$ cat config.mk
export PLATFORM = sky130hd
export DESIGN_NAME = fb_write_arbiter
export DESIGN_NICKNAME = d
export VERILOG_FILES = /design/src/rtl/fb_write_arbiter.sv
export SDC_FILE = /design/constraint.sdc
export NUM_CORES = 1
export LEC_CHECK = 0
export ABC_AREA = 0
export BUFFER_PORTS_ARGS = -buffer_cell sky130_fd_sc_hd__clkbuf_2
export CORE_MARGIN = 2
export CORE_UTILIZATION = 31
export DETAILED_ROUTE_END_ITERATION = 16
export PLACE_DENSITY_LB_ADDON = 0.15
export SYNTH_ARGS = -nofsm -noshare
export SYNTH_HDL_FRONTEND = slang
export SYNTH_SLANG_ARGS = --single-unit
$ cat constraint.sdc
create_clock -name px_clk -period 1.34 [get_ports px_clk]
set_input_delay 0.134 -clock px_clk [delete_from_list [all_inputs] [get_ports px_clk]]
set_output_delay 0.134 -clock px_clk [all_outputs]
set_load 0.005 [all_outputs]
$ cat src/rtl/fb_write_arbiter.sv
// Round-robin owner-per-frame arbiter for the frame-buffer write port.
// Optional grant watchdog: define GRANT_TIMEOUT_EN.
module fb_write_arbiter #(
  parameter int N_REQ          = 2,
  parameter int ADDR_BITS      = 17,
  parameter int DATA_BITS      = 15,
  parameter int TIMEOUT_CYCLES = 1024,
  localparam int IW = (N_REQ > 1) ? $clog2(N_REQ) : 1
) (
  input  logic                       px_clk,
  input  logic                       reset,
  input  logic [N_REQ-1:0]           rq_write,
  input  logic [N_REQ-1:0]           writing,
  input  logic [N_REQ-1:0]           enable_mem,
  input  logic [N_REQ*ADDR_BITS-1:0] write_addr,
  input  logic [N_REQ*DATA_BITS-1:0] px_data,
  output logic [N_REQ-1:0]           ack_write,
  output logic                       mem_en,
  output logic [ADDR_BITS-1:0]       mem_addr,
  output logic [DATA_BITS-1:0]       mem_data,
  output logic [IW-1:0]              grant_id,
  output logic                       busy,
  output logic                       timeout_err
);

  typedef enum logic [1:0] {
    IDLE,
    GRANT,
    BUSY,
    RELEASE
  } state_t;

  state_t        state;
  logic [IW-1:0] rr;
  logic [IW-1:0] pick;
  logic [IW-1:0] nxt;
  logic          hit;
  logic          have_owner;

  // First requester at or after the rr pointer, wrapping.
  always_comb begin
    hit  = 1'b0;
    pick = rr;
    for (int k = 0; k < N_REQ; k++) begin
      int j;
      logic [IW-1:0] jw;
      j = int'(rr) + k;
      if (j >= N_REQ) j = j - N_REQ;
      jw = IW'(j);
      if (!hit && rq_write[jw]) begin
        hit  = 1'b1;
        pick = jw;
      end
    end
  end

  always_comb begin
    int j;
    j = int'(grant_id) + 1;
    if (j >= N_REQ) j = 0;
    nxt = IW'(j);
  end

`ifdef GRANT_TIMEOUT_EN
  localparam int CW = (TIMEOUT_CYCLES > 2) ? $clog2(TIMEOUT_CYCLES) : 1;
  logic [CW-1:0] cnt;
`else
  assign timeout_err = 1'b0;
`endif

  always_ff @(posedge px_clk or negedge reset) begin
    if (!reset) begin
      state      <= IDLE;
      rr         <= '0;
      grant_id   <= '0;
      ack_write  <= '0;
      have_owner <= 1'b0;
`ifdef GRANT_TIMEOUT_EN
      cnt         <= '0;
      timeout_err <= 1'b0;
`endif
    end else begin
      unique case (state)
        IDLE: begin
          if (hit) begin
            grant_id   <= pick;
            ack_write  <= N_REQ'(1) << pick;
            have_owner <= 1'b1;
            state      <= GRANT;
`ifdef GRANT_TIMEOUT_EN
            cnt        <= '0;
`endif
          end
        end
        GRANT: begin
          if (writing[grant_id]) begin
            state <= BUSY;
`ifdef GRANT_TIMEOUT_EN
          end else if (cnt == CW'(TIMEOUT_CYCLES - 1)) begin
            state       <= RELEASE;
            ack_write   <= '0;
            rr          <= nxt;
            timeout_err <= 1'b1;
          end else begin
            cnt <= cnt + 1'b1;
`endif
          end
        end
        BUSY: begin
          if (!writing[grant_id]) begin
            state     <= RELEASE;
            ack_write <= '0;
            rr        <= nxt;
          end
        end
        RELEASE: state <= IDLE;
        default: state <= IDLE;
      endcase
    end
  end

  // Cores move their address on negedge, so the mux adds no latency.
  assign busy     = (state != IDLE);
  assign mem_en   = (state == GRANT || state == BUSY) ?
                    enable_mem[grant_id] : 1'b0;
  assign mem_addr = have_owner ?
                    write_addr[grant_id*ADDR_BITS +: ADDR_BITS] : '0;
  assign mem_data = have_owner ?
                    px_data[grant_id*DATA_BITS +: DATA_BITS] : '0;

endmodule

==> qor.csv, run 1 <==
stage,metric,value,unit
setup_path,crit_fanout,4,
clock_network,cts_tree,built,
power,irDropWorstVdd,0.931,mV
clock_network,cts_sinks,7,
setup_path,path_delay_family,multiplexers,
sta,maxSlewViolCount,0,
sta,hold_ws,0.125,ns
die,die_area,0.00375,mm²
synthesis,yosys.area_share.adder,6.16,%
die,start_util,33.0,%
setup_path,cp_cell_sequence,"mux2i_4, nand2b_4, o211ai_1, mux2_4",
status,violations,negative setup slack,
synthesis,synth_compound_area_share,7.51,%
die,rows,20,
synthesis,yosys.area.top_type_share,32.5,%
setup_path,timing.critical_path.to_type,register,
layout,layout_common_cells,"clkbuf_2, mux2i_1, nor2b_1",
layout,utilization,58.6,%
clock_network,insertion_delay,0.25,ns
clock_network,cts-root-buf,clkbuf_4,
clock_network,clockBufferDepth,2,
synthesis,synth-simple-area-share,25.1,%
synthesis,synth-seq-cells,7,
setup_path,path_buf_inv,0,
sta,rsz0062_at_grt,true,
sta,post-route-min-period,1.47,ns
global_routing,grt_pass1_vias,1027,
clock_network,clkTransAtPathRegs,0.05,ns
sta,finalSetupTns,-2.60,ns
min_path,hold_path_class,input pin to register,
detailed_routing,drc,0,
synthesis,synth.avg_cell_area,8.61,µm²
synthesis,synth_top_family_by_area,multiplexers,
die,fp.coreArea,0.00308,mm²
layout,fin_nets,312,
detailed_routing,drtPass1Iterations,4,
setup_path,critPathRequiredTime,1.48,ns
placed_design,dp_slack,-0.0746,ns
die,die_y,61.3,µm
flow_run,cap_violations,0,
synthesis,synth.cell_area,0.00102,mm²
global_routing,grt_usage,14.6,%
layout,antennaDiodeCount,0,
synthesis,synth_edf_count,0,
layout,design_area,0.00180,mm²
setup_path,start_kind,register,
global_routing,grt_max_degree,30,
synthesis,synth_area_leaders,"mux2i_1, nor2b_1, dfrtp_1",
power,p_leak,1.04,nW
sta,final_hold_viol_count,0,
detailed_routing,routedWlPerCell,10.8,µm
detailed_routing,via_per_inst,4.43,
power,finalPower,2.88,mW
clock_network,h-tree-depth,1,
global_routing,grt_antenna_before_repair,0,
synthesis,synthCells,118,
die,die_w,61.3,µm
layout,layout_commonest_cell,clkbuf_2,
synthesis,ys_types,23,
synthesis,synthFlopType,dfrtp_1,
setup_path,worstPathArrival,1.60,ns
sta,max_freq,0.682,GHz
synthesis,ys_seq_area_share,17.2,%
synthesis,postSynth.asyncResetShare,100,%
status,outcome,"complete, but fails checks",
placed_design,gp_congestion,0.793,
setup_path,crit_path_max_incr_delay,0.48,ns
placed_design,placed_cell_area,0.00164,mm²
detailed_routing,vias,1232,
global_routing,grt_overflow_total,0,
power,powerDensity,1600,mW/mm²
sta,setup_viol_count_final,35,
synthesis,yosysWarnings,0,
clock_network,numCtsBuffers,3,
setup_path,crit_type,register to register,
detailed_routing,drt-initial-drc-count,24,
synthesis,muxShareOfSynthArea,37.3,%
synthesis,synth_xor_area_share,0,%
setup_path,cp_slowest_cell,dfrtp_2,
sta,fin_worst_skew,0.000283,ns
synthesis,syn_nets,195,
global_routing,grt_pass1_wl,4.15,mm
sta,fin_ws,-0.126,ns
detailed_routing,ant_nets,0,
die,pin_count,110,
placed_design,hpwlAfterDp,2.50,mm
placed_design,dp.cells,270,
layout,drive_above_1_share,58.1,%
layout,final_cells,278,
synthesis,synth_top_area_cell,mux2i_1,
placed_design,port-buffer-count,108,
sta,post-route-period-util,109,%
detailed_routing,routed_wl,3.00,mm
layout,areaGrowthSynthToFinish,77.6,%
cell type report:
type                    count  area [µm²]
fillers                   303        1270
multi-input cells          98         837
repair buffers            120         688
flip-flops and latches      7         176
well taps                  44        55.1
clock buffers               4        26.3
inverters                   5        21.3
report_power, final:
part           total [mW]  internal, mW  leakage, nW  switching, mW
Clock               0.193         0.114       0.0150         0.0793
Combinational        2.28          1.31        0.949          0.973
Sequential          0.411         0.303       0.0776          0.108
Total                2.88          1.72         1.04           1.16
cell usage after synthesis, drive strengths merged (2+ instances only):
master / n
clkbuf: 3
nor2b: 34
o211ai: 2
nor2: 4
a21oi: 2
o21ai: 3
a31oi: 2
buf: 5
ha: 5
nand2b: 2
mux2i: 34
mux2: 2
nand2: 4
dfrtp: 7
inv: 5
flip-flops by register name, summed over array words and instances (netlist names):
| register | flops |
|---|---|
| ack_write | 2 |
| state | 2 |
| grant_id | 1 |
| have_owner | 1 |
| rr | 1 |
cell families after synthesis:
group                      count (synthesis)
and+or+nand+nor                           44
muxes                                     36
buffers and inverters                     13
AOI/OAI and AO/OA                         12
DFF                                        7
adders and majority gates                  5
other                                      1
layer usage:
layer,up-vias,wire [µm],GRT usage [%]
met1,526,1130,16.3
met4,0,19,1.86
li1,630,-,-
met3,2,348,5.25
met5,-,0,0
met2,74,1500,26.9
worst reg2reg max path, stage by stage (launching register included):
cell      delay, ns
dfrtp_2        0.48
mux2i_4        0.30
nand2b_4       0.16
o211ai_1       0.11
mux2_4         0.31
path summary, 6_finish.rpt:
check | start | to | slack (ns) | depth (start not counted)
worst max register to register | grant_id | ack_write[1] | -0.13 | 4
worst min register to register | ack_write[0] | ack_write[0] | 0.51 | 1
min in group asynchronous | reset | state[0] | 0.25 | 2
worst min-delay path | rq_write[0] | grant_id | 0.12 | 2
max in group asynchronous | reset | grant_id | 0.90 | 2
worst max-delay path | grant_id | ack_write[1] | -0.13 | 4
repair_timing:
action | in CTS | in global routing
resized for setup | 7 | 12
setup buffers | 2 | 0
cloned | 0 | 1
endpoints found under the hold margin | 7 | 0
pin swaps | 2 | 3
setup endpoints to repair | 36 | 38
hold buffers | 1 | 0
Note: power is estimated with default switching activity, not from simulation.
==> run 2: changes to the inputs <==
--- a/config.mk
+++ b/config.mk
@@ -10,7 +10,7 @@
 export CORE_MARGIN = 2
 export CORE_UTILIZATION = 31
 export DETAILED_ROUTE_END_ITERATION = 16
-export PLACE_DENSITY_LB_ADDON = 0.15
+export PLACE_DENSITY = 0.83
 export SYNTH_ARGS = -nofsm -noshare
 export SYNTH_HDL_FRONTEND = slang
 export SYNTH_SLANG_ARGS = --single-unit
==> run 2 against run 1 <==
Net effect:
- the flow still finishes with violations (negative setup slack)
- clock skew is 0.0024 ns higher
- final cell count did not move
- via count increased by 1.9%
- total power rose by 0.31%
- critical path depth is the same
- hold slack lost 0.031 ns
- flip-flop and latch count unchanged
- global-route usage is 0.60 points lower
- critical path type is now register to primary output
==> qor.csv, run 2 (same netlist as run 1, synthesis figures left out) <==
stage,metric,value,unit,change
status,outcome,"complete, but fails checks",,
status,violations,negative setup slack,,
clock_network,insertion_delay,0.27,ns,+0.02 ns
sta,post-route-min-period,1.44,ns,-0.0249 ns
die,fp.coreArea,0.00308,mm²,unchanged
placed_design,gp_congestion,0.865,,+9.0%
power,p_sw,1.21,mW,+4.2%
global_routing,grt_pass1_vias,987,,-3.9%
global_routing,grt_overflow_total,0,,unchanged
sta,rsz0062_at_grt,true,,
layout,utilization,58.5,%,-0.16 points
layout,areaGrowthSynthToFinish,77.1,%,
power,p_leak,1.03,nW,-0.93%
sta,final_hold_viol_count,0,,unchanged
detailed_routing,vias,1255,,+1.9%
layout,fin_nets,312,,unchanged
setup_path,path_buf_inv,2,,+2
global_routing,global_route.usage.met2,27.4,%,+0.46 points
setup_path,cp.depth,4,,unchanged
detailed_routing,routed_wl,3.14,mm,+4.7%
die,pin_count,110,,unchanged
global_routing,grt_antenna_before_repair,0,,unchanged
placed_design,hpwlAfterDp,2.51,mm,+0.21%
power,irDropWorstVdd,1.19,mV,+28%
layout,drive_above_1_share,59.0,%,+0.85 points
clock_network,cts_sinks,7,,unchanged
detailed_routing,drtPass1Iterations,4,,unchanged
die,die_area,0.00375,mm²,unchanged
global_routing,gr-max-usage-layer,met2,,
placed_design,dp.cells,269,,-0.37%
power,p_sw_share,41.8,%,+1.6 points
setup_path,crit_fanout,23,,+19
layout,largest_registers,"ack_write: 2 flops, state: 2 flops",,
setup_path,rr_worst_depth,4,,unchanged
layout,layout_common_cells,"clkbuf_2, nor2b_1, mux2i_1",,
placed_design,port-buffer-count,108,,unchanged
die,die_y,61.3,µm,unchanged
clock_network,clockBufferDepth,2,,unchanged
setup_path,cp_cell_sequence,"buf_12, mux2i_1, nor2b_1, clkbuf_2",,
global_routing,grt_usage,14.0,%,-0.60 points
power,internal-power,1.68,mW,-2.3%
global_routing,use_met3,2.10,%,-3.2 points
setup_path,crit_path_max_incr_delay,0.44,ns,-0.04 ns
setup_path,crit_type,register to primary output,,
sta,fin_worst_skew,0.00265,ns,+0.00237 ns
setup_path,start_kind,register,,
clock_network,numCtsBuffers,3,,unchanged
setup_path,path_delay_family,flip-flops,,
layout,layout_commonest_cell,clkbuf_2,,
power,comb_power_share,78.6,%,-0.5 points
layout,fillCellCount,285,,-5.9%
die,rows,20,,unchanged
min_path,hold_depth,2,,unchanged
die,die_w,61.3,µm,unchanged
flow_run,cap_violations,0,,unchanged
power,finalPower,2.89,mW,+0.31%
die,start_util,33.0,%,unchanged
sta,max_freq,0.694,GHz,+1.7%
detailed_routing,drc,0,,unchanged
power,clock_power_share,7.3,%,+0.6 points
detailed_routing,routedWlPerCell,11.3,µm,+4.7%
power,power_frac_seq,14.0,%,-0.2 points
global_routing,grt_max_degree,29,,-3.3%
setup_path,cp_slowest_cell,dfrtp_2,,
sta,setup_viol_count_final,36,,+2.9%
global_routing,use_met1,15.0,%,-1.4 points
sta,fin_ws,-0.101,ns,+0.0249 ns
setup_path,worstPathArrival,1.31,ns,-0.29 ns
detailed_routing,ant_nets,0,,unchanged
sta,maxSlewViolCount,0,,unchanged
detailed_routing,via_per_inst,4.51,,+1.9%
detailed_routing,drt-initial-drc-count,23,,-4.2%
clock_network,cts-root-buf,clkbuf_4,,
min_path,hold_path_class,input pin to register,,
global_routing,grt_pass1_wl,3.97,mm,-4.3%
clock_network,h-tree-depth,1,,unchanged
power,powerDensity,1610,mW/mm²,+0.59%
layout,antennaDiodeCount,0,,unchanged
clock_network,cts_tree,built,,
sta,post-route-period-util,108,%,-1.9 points
layout,final_cells,278,,unchanged
setup_path,critPathRequiredTime,1.21,ns,-0.27 ns
setup_path,timing.critical_path.to_type,primary output,,
clock_network,clkTransAtPathRegs,0.05,ns,about the same
run 2: cell type report:
cell class,count,area (µm²),share of cell area (%)
multi-input combinational,98,847,47.1
timing repair buffer,120,673,37.4
sequential,7,176,9.81
tap,44,55.1,3.06
clock buffer,4,26.3,1.46
inverter,5,21.3,1.18
run 2: worst paths after layout:
check	start	end	slack (ns)
max	grant_id	mem_data[0]	-0.10
min	rq_write[0]	grant_id	0.09
max reg2reg	grant_id	state[1]	-0.10
min reg2reg	ack_write[0]	ack_write[0]	0.52
max in group asynchronous	reset	grant_id	0.92
min in group asynchronous	reset	state[0]	0.23
run 2: per-stage QoR:
| step | setup TNS, ns | setup WS (ns) | cell area (µm²) | hold slack [ns] |
|---|---|---|---|---|
| global placement | -0.0283 | -0.0283 | 1640 | -0.0170 |
| floorplan | -0.0908 | -0.0479 | 1020 | -0.162 |
| finish | -2.80 | -0.101 | 1800 | 0.0931 |
| global route | -5.10 | -0.182 | 1800 | 0.0989 |
| detailed placement | -0.0739 | -0.0739 | 1640 | -0.0160 |
| CTS | -2.65 | -0.101 | 1710 | 0.0976 |
run 2: timing repair:
action,in CTS,in global routing
endpoints found under the hold margin,7,0
gates resized for setup,6,16
pin swaps,1,4
buffers inserted,2,2
hold buffers,1,0
endpoints found under the setup margin,35,37
run 2: power groups by stage:
stage	logic [mW]	registers, mW	clock network (mW)
final	2.27	0.406	0.212
after global routing	2.47	0.415	0.226
after CTS	2.05	0.388	0.206
after detailed placement	1.93	0.382	0
after global placement	1.89	0.377	0
after floorplan	1.25	0.360	0
run 2: worst register-to-register path, stage by stage (launching register included):
cell      delay (ns)
dfrtp_2         0.44
mux2i_4         0.29
nand2_2         0.09
o211ai_1        0.15
mux2_1          0.35
run 2: per-layer routing:
| metal | routed length [µm] | share of wire, % | up-vias |
|---|---|---|---|
| met2 | 1630 | 52 | 75 |
| li1 | - | - | 630 |
| met1 | 1120 | 36 | 547 |
| met3 | 365 | 12 | 3 |
| met5 | 0 | 0 | - |
| met4 | 27 | 0.86 | 0 |
